File: src/rtl/dom_pkg.sv
// Shared definitions for the DOM share boundary: LFSR constants and the mask-pool FSM states.
package dom_pkg;
   localparam int          LFSR_W       = 32;
   localparam logic [31:0] LFSR_TAPS    = 32'h8020_0003;
   localparam logic [31:0] DEFAULT_SEED = 32'hACE1_2468;

   typedef enum logic {
      FILL = 1'b0,
      FULL = 1'b1
   } mask_state_t;

   // Right-shifting Galois step; the taps are folded in when bit 0 falls out.
   function automatic logic [LFSR_W-1:0] lfsr_step(input logic [LFSR_W-1:0] s);
      return s[0] ? ((s >> 1) ^ LFSR_TAPS) : (s >> 1);
   endfunction
endpackage

File: src/rtl/dom_mask_prng.sv
// Fresh-mask source: a 32-bit LFSR that fills a WIDTH-bit mask pool, one word per cycle.
//  state | meaning
//  FILL  | shifting LFSR words into the pool, cnt counts words loaded
//  FULL  | pool holds an unused mask, waiting for consume
module dom_mask_prng
   import dom_pkg::*;
#(
   parameter int          WIDTH = 128,
   parameter logic [31:0] SEED  = DEFAULT_SEED
) (
   input  logic             clk,
   input  logic             rst_n,
   input  logic             seed_load,
   input  logic [31:0]      seed_in,
   input  logic             consume,
   output logic [WIDTH-1:0] mask,
   output logic             mask_full
);
   localparam int NW    = WIDTH / 32;
   localparam int CNT_W = (NW > 1) ? $clog2(NW) : 1;
   localparam logic [CNT_W-1:0] CNT_LAST = CNT_W'(NW - 1);

   mask_state_t         state;
   logic [CNT_W-1:0]    cnt;
   logic [LFSR_W-1:0]   lfsr;

   always_ff @(posedge clk or negedge rst_n) begin
      if (!rst_n) begin
         lfsr  <= SEED;
         mask  <= '0;
         state <= FILL;
         cnt   <= '0;
      end else if (seed_load) begin
         // A consume in this cycle has already taken the old mask; the pool is refilled from the new seed.
         lfsr  <= (seed_in == 32'h0) ? SEED : seed_in;
         state <= FILL;
         cnt   <= '0;
      end else begin
         case (state)
            FILL: begin
               mask <= WIDTH'({mask, lfsr});
               lfsr <= lfsr_step(lfsr);
               if (cnt == CNT_LAST) begin
                  state <= FULL;
                  cnt   <= '0;
               end else begin
                  cnt <= cnt + 1'b1;
               end
            end
            FULL: begin
               if (consume) begin
                  state <= FILL;
                  cnt   <= '0;
               end
            end
            default: state <= FILL;
         endcase
      end
   end

   assign mask_full = (state == FULL);
endmodule

File: src/rtl/dom_share_codec.sv
// Boundary between the unmasked AES I/O and the 2-share DOM datapath:
// splits words into (d ^ m, m) with single-use masks and recombines output shares after a register.
module dom_share_codec
   import dom_pkg::*;
#(
   parameter int          WIDTH = 128,
   parameter logic [31:0] SEED  = 32'hACE1_2468
) (
   input  logic             clk,
   input  logic             rst_n,
   input  logic             seed_load,
   input  logic [31:0]      seed_in,
   input  logic             enc_in_valid,
   output logic             enc_in_ready,
   input  logic [WIDTH-1:0] enc_in_data,
   output logic             enc_out_valid,
   input  logic             enc_out_ready,
   output logic [WIDTH-1:0] enc_sh0,
   output logic [WIDTH-1:0] enc_sh1,
   input  logic             dec_in_valid,
   output logic             dec_in_ready,
   input  logic [WIDTH-1:0] dec_sh0,
   input  logic [WIDTH-1:0] dec_sh1,
   output logic             dec_out_valid,
   input  logic             dec_out_ready,
   output logic [WIDTH-1:0] dec_out_data
);
   logic [WIDTH-1:0] mask;
   logic             mask_full;
   logic             enc_acc;
   logic             dec_acc;
   logic             rst_done;
   logic [WIDTH-1:0] dec_s0_q;
   logic [WIDTH-1:0] dec_s1_q;

   dom_mask_prng #(.WIDTH(WIDTH), .SEED(SEED)) u_prng (
      .clk       (clk),
      .rst_n     (rst_n),
      .seed_load (seed_load),
      .seed_in   (seed_in),
      .consume   (enc_acc),
      .mask      (mask),
      .mask_full (mask_full)
   );

   assign enc_in_ready = mask_full && !seed_load && (!enc_out_valid || enc_out_ready);
   assign enc_acc      = enc_in_valid && enc_in_ready;
   // rst_done keeps dec_in_ready low while reset is asserted.
   assign dec_in_ready = rst_done && (!dec_out_valid || dec_out_ready);
   assign dec_acc      = dec_in_valid && dec_in_ready;

   always_ff @(posedge clk or negedge rst_n) begin
      if (!rst_n) begin
         rst_done      <= 1'b0;
         enc_out_valid <= 1'b0;
         enc_sh0       <= '0;
         enc_sh1       <= '0;
         dec_out_valid <= 1'b0;
         dec_s0_q      <= '0;
         dec_s1_q      <= '0;
      end else begin
         rst_done <= 1'b1;
         if (enc_acc) begin
            enc_sh0       <= enc_in_data ^ mask;
            enc_sh1       <= mask;
            enc_out_valid <= 1'b1;
         end else if (enc_out_ready) begin
            enc_out_valid <= 1'b0;
         end
         if (dec_acc) begin
            dec_s0_q      <= dec_sh0;
            dec_s1_q      <= dec_sh1;
            dec_out_valid <= 1'b1;
         end else if (dec_out_ready) begin
            dec_out_valid <= 1'b0;
         end
      end
   end

   // Shares are registered separately so the unmasked value only exists after the barrier.
   assign dec_out_data = dec_s0_q ^ dec_s1_q;
endmodule

File: config.mk
export PLATFORM = sky130hd
export DESIGN_NAME = dom_share_codec
export DESIGN_NICKNAME = d
export VERILOG_FILES = /design/src/rtl/dom_pkg.sv /design/src/rtl/dom_mask_prng.sv /design/src/rtl/dom_share_codec.sv
export SDC_FILE = /design/constraint.sdc
export NUM_CORES = 1
export LEC_CHECK = 0
export ABC_AREA = 1
export BUFFER_PORTS_ARGS = -buffer_cell sky130_fd_sc_hd__buf_2
export CAP_MARGIN = 0
export CORE_UTILIZATION = 30
export CTS_CLUSTER_DIAMETER = 60
export DETAILED_ROUTE_END_ITERATION = 16
export PLACE_DENSITY = 0.53
export SETUP_SLACK_MARGIN = 0.05
export SYNTH_ARGS = -nofsm -noshare
export SYNTH_HDL_FRONTEND = slang
export SYNTH_HIERARCHICAL = 1
export SYNTH_SLANG_ARGS = --single-unit
export TNS_END_PERCENT = 30
File: constraint.sdc
create_clock -name clk -period 1.4 [get_ports clk]
set_input_delay 0.28 -clock clk [delete_from_list [all_inputs] [get_ports clk]]
set_output_delay 0.28 -clock clk [all_outputs]
set_load 0.02 [all_outputs]
==> metrics.md <==
| Metric | Value |
|---|---|
| Outcome | `finished, violations left` |
| Failing checks | `setup timing` |
| Via/cell ratio | `approximately 4.6` |
| Placed Instances | `5,891` |
| RSZ-0062 raised after global routing | `true` |
| Mapped Cells | `about 3,800` |
| Initial core utilization | `between 30% and 40%` |
| Routed WL per cell | `19.08 um` |
| Core Area | `102,000 sq um` |
| First-pass GRT wire length | `~190,000 um` |
| Critical path class | `reg -> out` |
| GP Congestion | `about 0.84` |
| IO buf count | `a little over 800` |
| Core Rows | `roughly 120` |
| Vias in the first global route | `~30,000` |
| DIE AREA | `approximately 100,000 sq um` |
| Die height | `around 320 um` |
| Post-Syn Area per Cell | `8.180 sq um` |
| PwrDens | `1799 nW/um^2` |
| Synth warnings | `6` |
| Max cap viols | `0` |
| DRT Pass-1 Iters | `7` |
| Sw power | `about 33,000 uW` |
| Worst path arrival time | `1580 ps` |
| Clk_lat worst skew | `between 600 and 700 ps` |
| Final setup viols | `about 920` |
| Worst-path cell chain | `buf_12 -> a21boi_4 -> buf_6` |
| Antenna violations before repair | `14` |
| Htree depth | `3` |
| Final Hold Fails | `0` |
| DRT iter0 DRCs | `around 1,900` |
| # clock sinks | `between 600 and 700` |
| Layout cell share with drive strength beyond 1 | `between 20% and 30%` |
| Synth unique cells | `31` |
| Startpoint types | `flip-flop` |
| Crit. End Element | `output pin` |
| Period minus WS final | `between 1500 and 2000 ps` |
| Clock tree from TritonCTS | `yes` |
| Syn nets | `roughly 4,200` |
| Hold Path Class | `in -> reg` |
| Post-route insts no fill | `between 6,000 and 7,000` |
| Final wirelength | `roughly 130,000 um` |
| Top cell type's share of synthesized area | `a little over half` |
| Ports | `between 800 and 900` |
| Clock transition at path regs | `60 ps` |
| Slew Limit Fails | `0` |
| Clock power share | `between 20% and 30%` |
| Final nets | `approximately 5,600` |
| Crit-path slowest cell | `dfrtp_4` |
| Worst clock skew | `about 28 ps` |
| Synth top area cells | `dfrtp_1 (54%), nand2_1 (21%), nand4_1 (7.8%), inv_1 (4.1%), xor2_1 (3.6%)` |
| Least-Margin Pin Slew | `just over 600 ps` |
| Final period util | `132.6%` |
| WP buf/inv | `2` |
| Leakage | `~0.026 uW` |
| Asr flop ratio synth | `100.0%` |
| Synthesized area | `30,960 sq um` |
| Sequential power share | `between 30% and 40%` |
| Die W | `between 300 and 400 um` |
| Most frequent cell after synthesis | `nand2_1` |
| Critical path peak fanout | `2` |
| Peak supply drop | `between 1000 and 1500 uV` |
| Fmax achieved | `around 540 MHz` |
| CTS buffer count | `90` |
| DR vias | `around 31,000` |
| Remaining DRCs | `0` |
| Main synth FF type | `dfrtp_1` |
| Sw frac | `38.03%` |
| Post-synth EDFFs | `0` |
| Post-synthesis sequential area ratio | `between 50% and 60%` |
| Worst Path Required | `1120 ps` |
| Critical path's top delay family | `flip-flops` |
| GRT Residual Overflow | `0` |
| DP HPWL | `just under 90,000 um` |
| Synth Register Bits | `between 600 and 700` |
| Most common library cells after synthesis | `nand2_1 (1,707), dfrtp_1 (665), nand4_1 (384)` |
| CTS Buffer Depth | `3` |
| Rel. slew slack | `about three fifths` |
| Max stage delay on crit path | `approximately 510 ps` |
| Largest net degree at the start of global routing | `92` |
| Logic pwr share | `between 30% and 40%` |
| Pint | `roughly 54,000 uW` |
| Post-synth top area cell | `dfrtp_1` |
| Post-route ant nets | `0` |
| Tot GR Track Use | `a little under a quarter` |
| Root Driver | `clkbuf_16` |
| Area Overhead vs Synth | `57.06%` |
| Min setup slack post-route | `-456.2 ps` |
| TNS Setup | `-97,280 ps` |
==> metrics by stage <==
step                total power (uW)  util, %  setup WS [ps]  instance area, sq um  hold WS (ps)
floorplan                      43670        -          8.581                 30970        -15.59
global placement               55990    37.18         -161.3                 37940         390.6
detailed placement             56310    37.18         -93.47                 37940         386.7
CTS                            85440    45.93         -521.8                 46870         1.122
global route                   92180    47.65         -511.9                 48620         9.698
finish                         87470    47.66         -456.2                 48630         50.40
==> sequential cells by signal, indices dropped and copies added, names as in the netlist <==
name              cells
dec_out_valid         1
dec_s0_q            128
dec_s1_q            128
enc_out_valid         1
enc_sh0             128
enc_sh1             128
rst_done              1
u_prng/cnt            2
u_prng/lfsr          32
u_prng/mask         128
u_prng/mask_full      1
==> logic make-up (layout without fill, tap and decap cells) <==
family / after synthesis / in the layout / share of synthesized area, %
compound gates: 128 / 128 / 2.198
xor+xnor: 128 / 128 / 3.621
fa+ha+maj: 1 / 1 / 0.04041
buf+inv: 590 / 2062 / 8.070
flops: 678 / 678 / 54.85
other cells: 1 / 14 / 0.01211
simple gates: 2259 / 2259 / 31.21
==> per-layer routing <==
| metal | vias up | share of wire [%] | global-route usage (%) |
|---|---|---|---|
| met5 | - | 0 | 0 |
| met4 | 0 | 3.5 | 8.541 |
| met3 | 234 | 6.2 | 5.572 |
| met2 | 1023 | 50 | 40.17 |
| met1 | 14740 | 40 | 27.51 |
| li1 | 14840 | - | - |
==> repair_timing <==
item | 4_1_cts | 5_1_grt
hold buffers | 413 | 0
hold endpoints to repair | 1080 | 0
gates cloned | 0 | 13
setup buffers | 46 | 96
pin swaps | 69 | 43
gates resized for setup | 433 | 200
setup endpoints to repair | 707 | 1040
==> power by group through the flow <==
stage / clock network [uW] / registers, uW / logic, uW
after CTS: 24800 / 32600 / 28000
after detailed placement: 0 / 32500 / 23800
after floorplan: 0 / 33100 / 10600
final: 24300 / 32700 / 30500
after global routing: 25600 / 33300 / 33200
after global placement: 0 / 32500 / 23500
==> cells in the final DEF, fill, tap and decap left out, drive strengths merged, types with 27 or more instances in the layout <==
cell	instances
inv	349
o21ai	106
dfrtp	665
buf	1129
clkbuf	134
dlygate4sd3	413
nand3	139
nand4	384
xor2	128
nand2	1708
nor2	27
==> final timing paths <==
| path | startpoint | to | slack, ps | cells after the start |
|---|---|---|---|---|
| max in group asynchronous | rst_n | dec_s1_q[117]$_DFFE_PN0P_ | 520 | 3 |
| worst min-delay path | seed_in[30] | u_prng/lfsr[30]$_DFFE_PN0P_ | 50 | 4 |
| worst max register to register | enc_out_valid$_DFFE_PN0P_ | enc_sh0[102]$_DFFE_PN0P_ | -160 | 8 |
| worst min register to register | enc_sh1[54]$_DFFE_PN0P_ | enc_sh1[54]$_DFFE_PN0P_ | 470 | 2 |
| min in group asynchronous | rst_n | dec_s1_q[90]$_DFFE_PN0P_ | 300 | 3 |
| worst max-delay path | rst_done$_DFF_PN0_ | dec_in_ready | -460 | 3 |
==> worst reg2reg max path, stage by stage, from the launching register on <==
cell and delay, ps:
dfrtp_2 410, buf_6 120, buf_6 120, nand2_8 70, nand3_4 170, buf_12 230
buf_12 180, nand2_1 80, nand2_1 60
==> cell type report <==
cell class | count | area [sq um]
flip-flops and latches | 678 | 16990
diodes | 13 | 32.53
clock buffers | 121 | 2539
clock inverters | 46 | 621.8
inverters | 340 | 1286
well taps | 1368 | 1712
fillers | 9721 | 53410
multi-input cells | 2517 | 11680
repair buffers | 1555 | 13770
(Power assumes the default switching activity.)
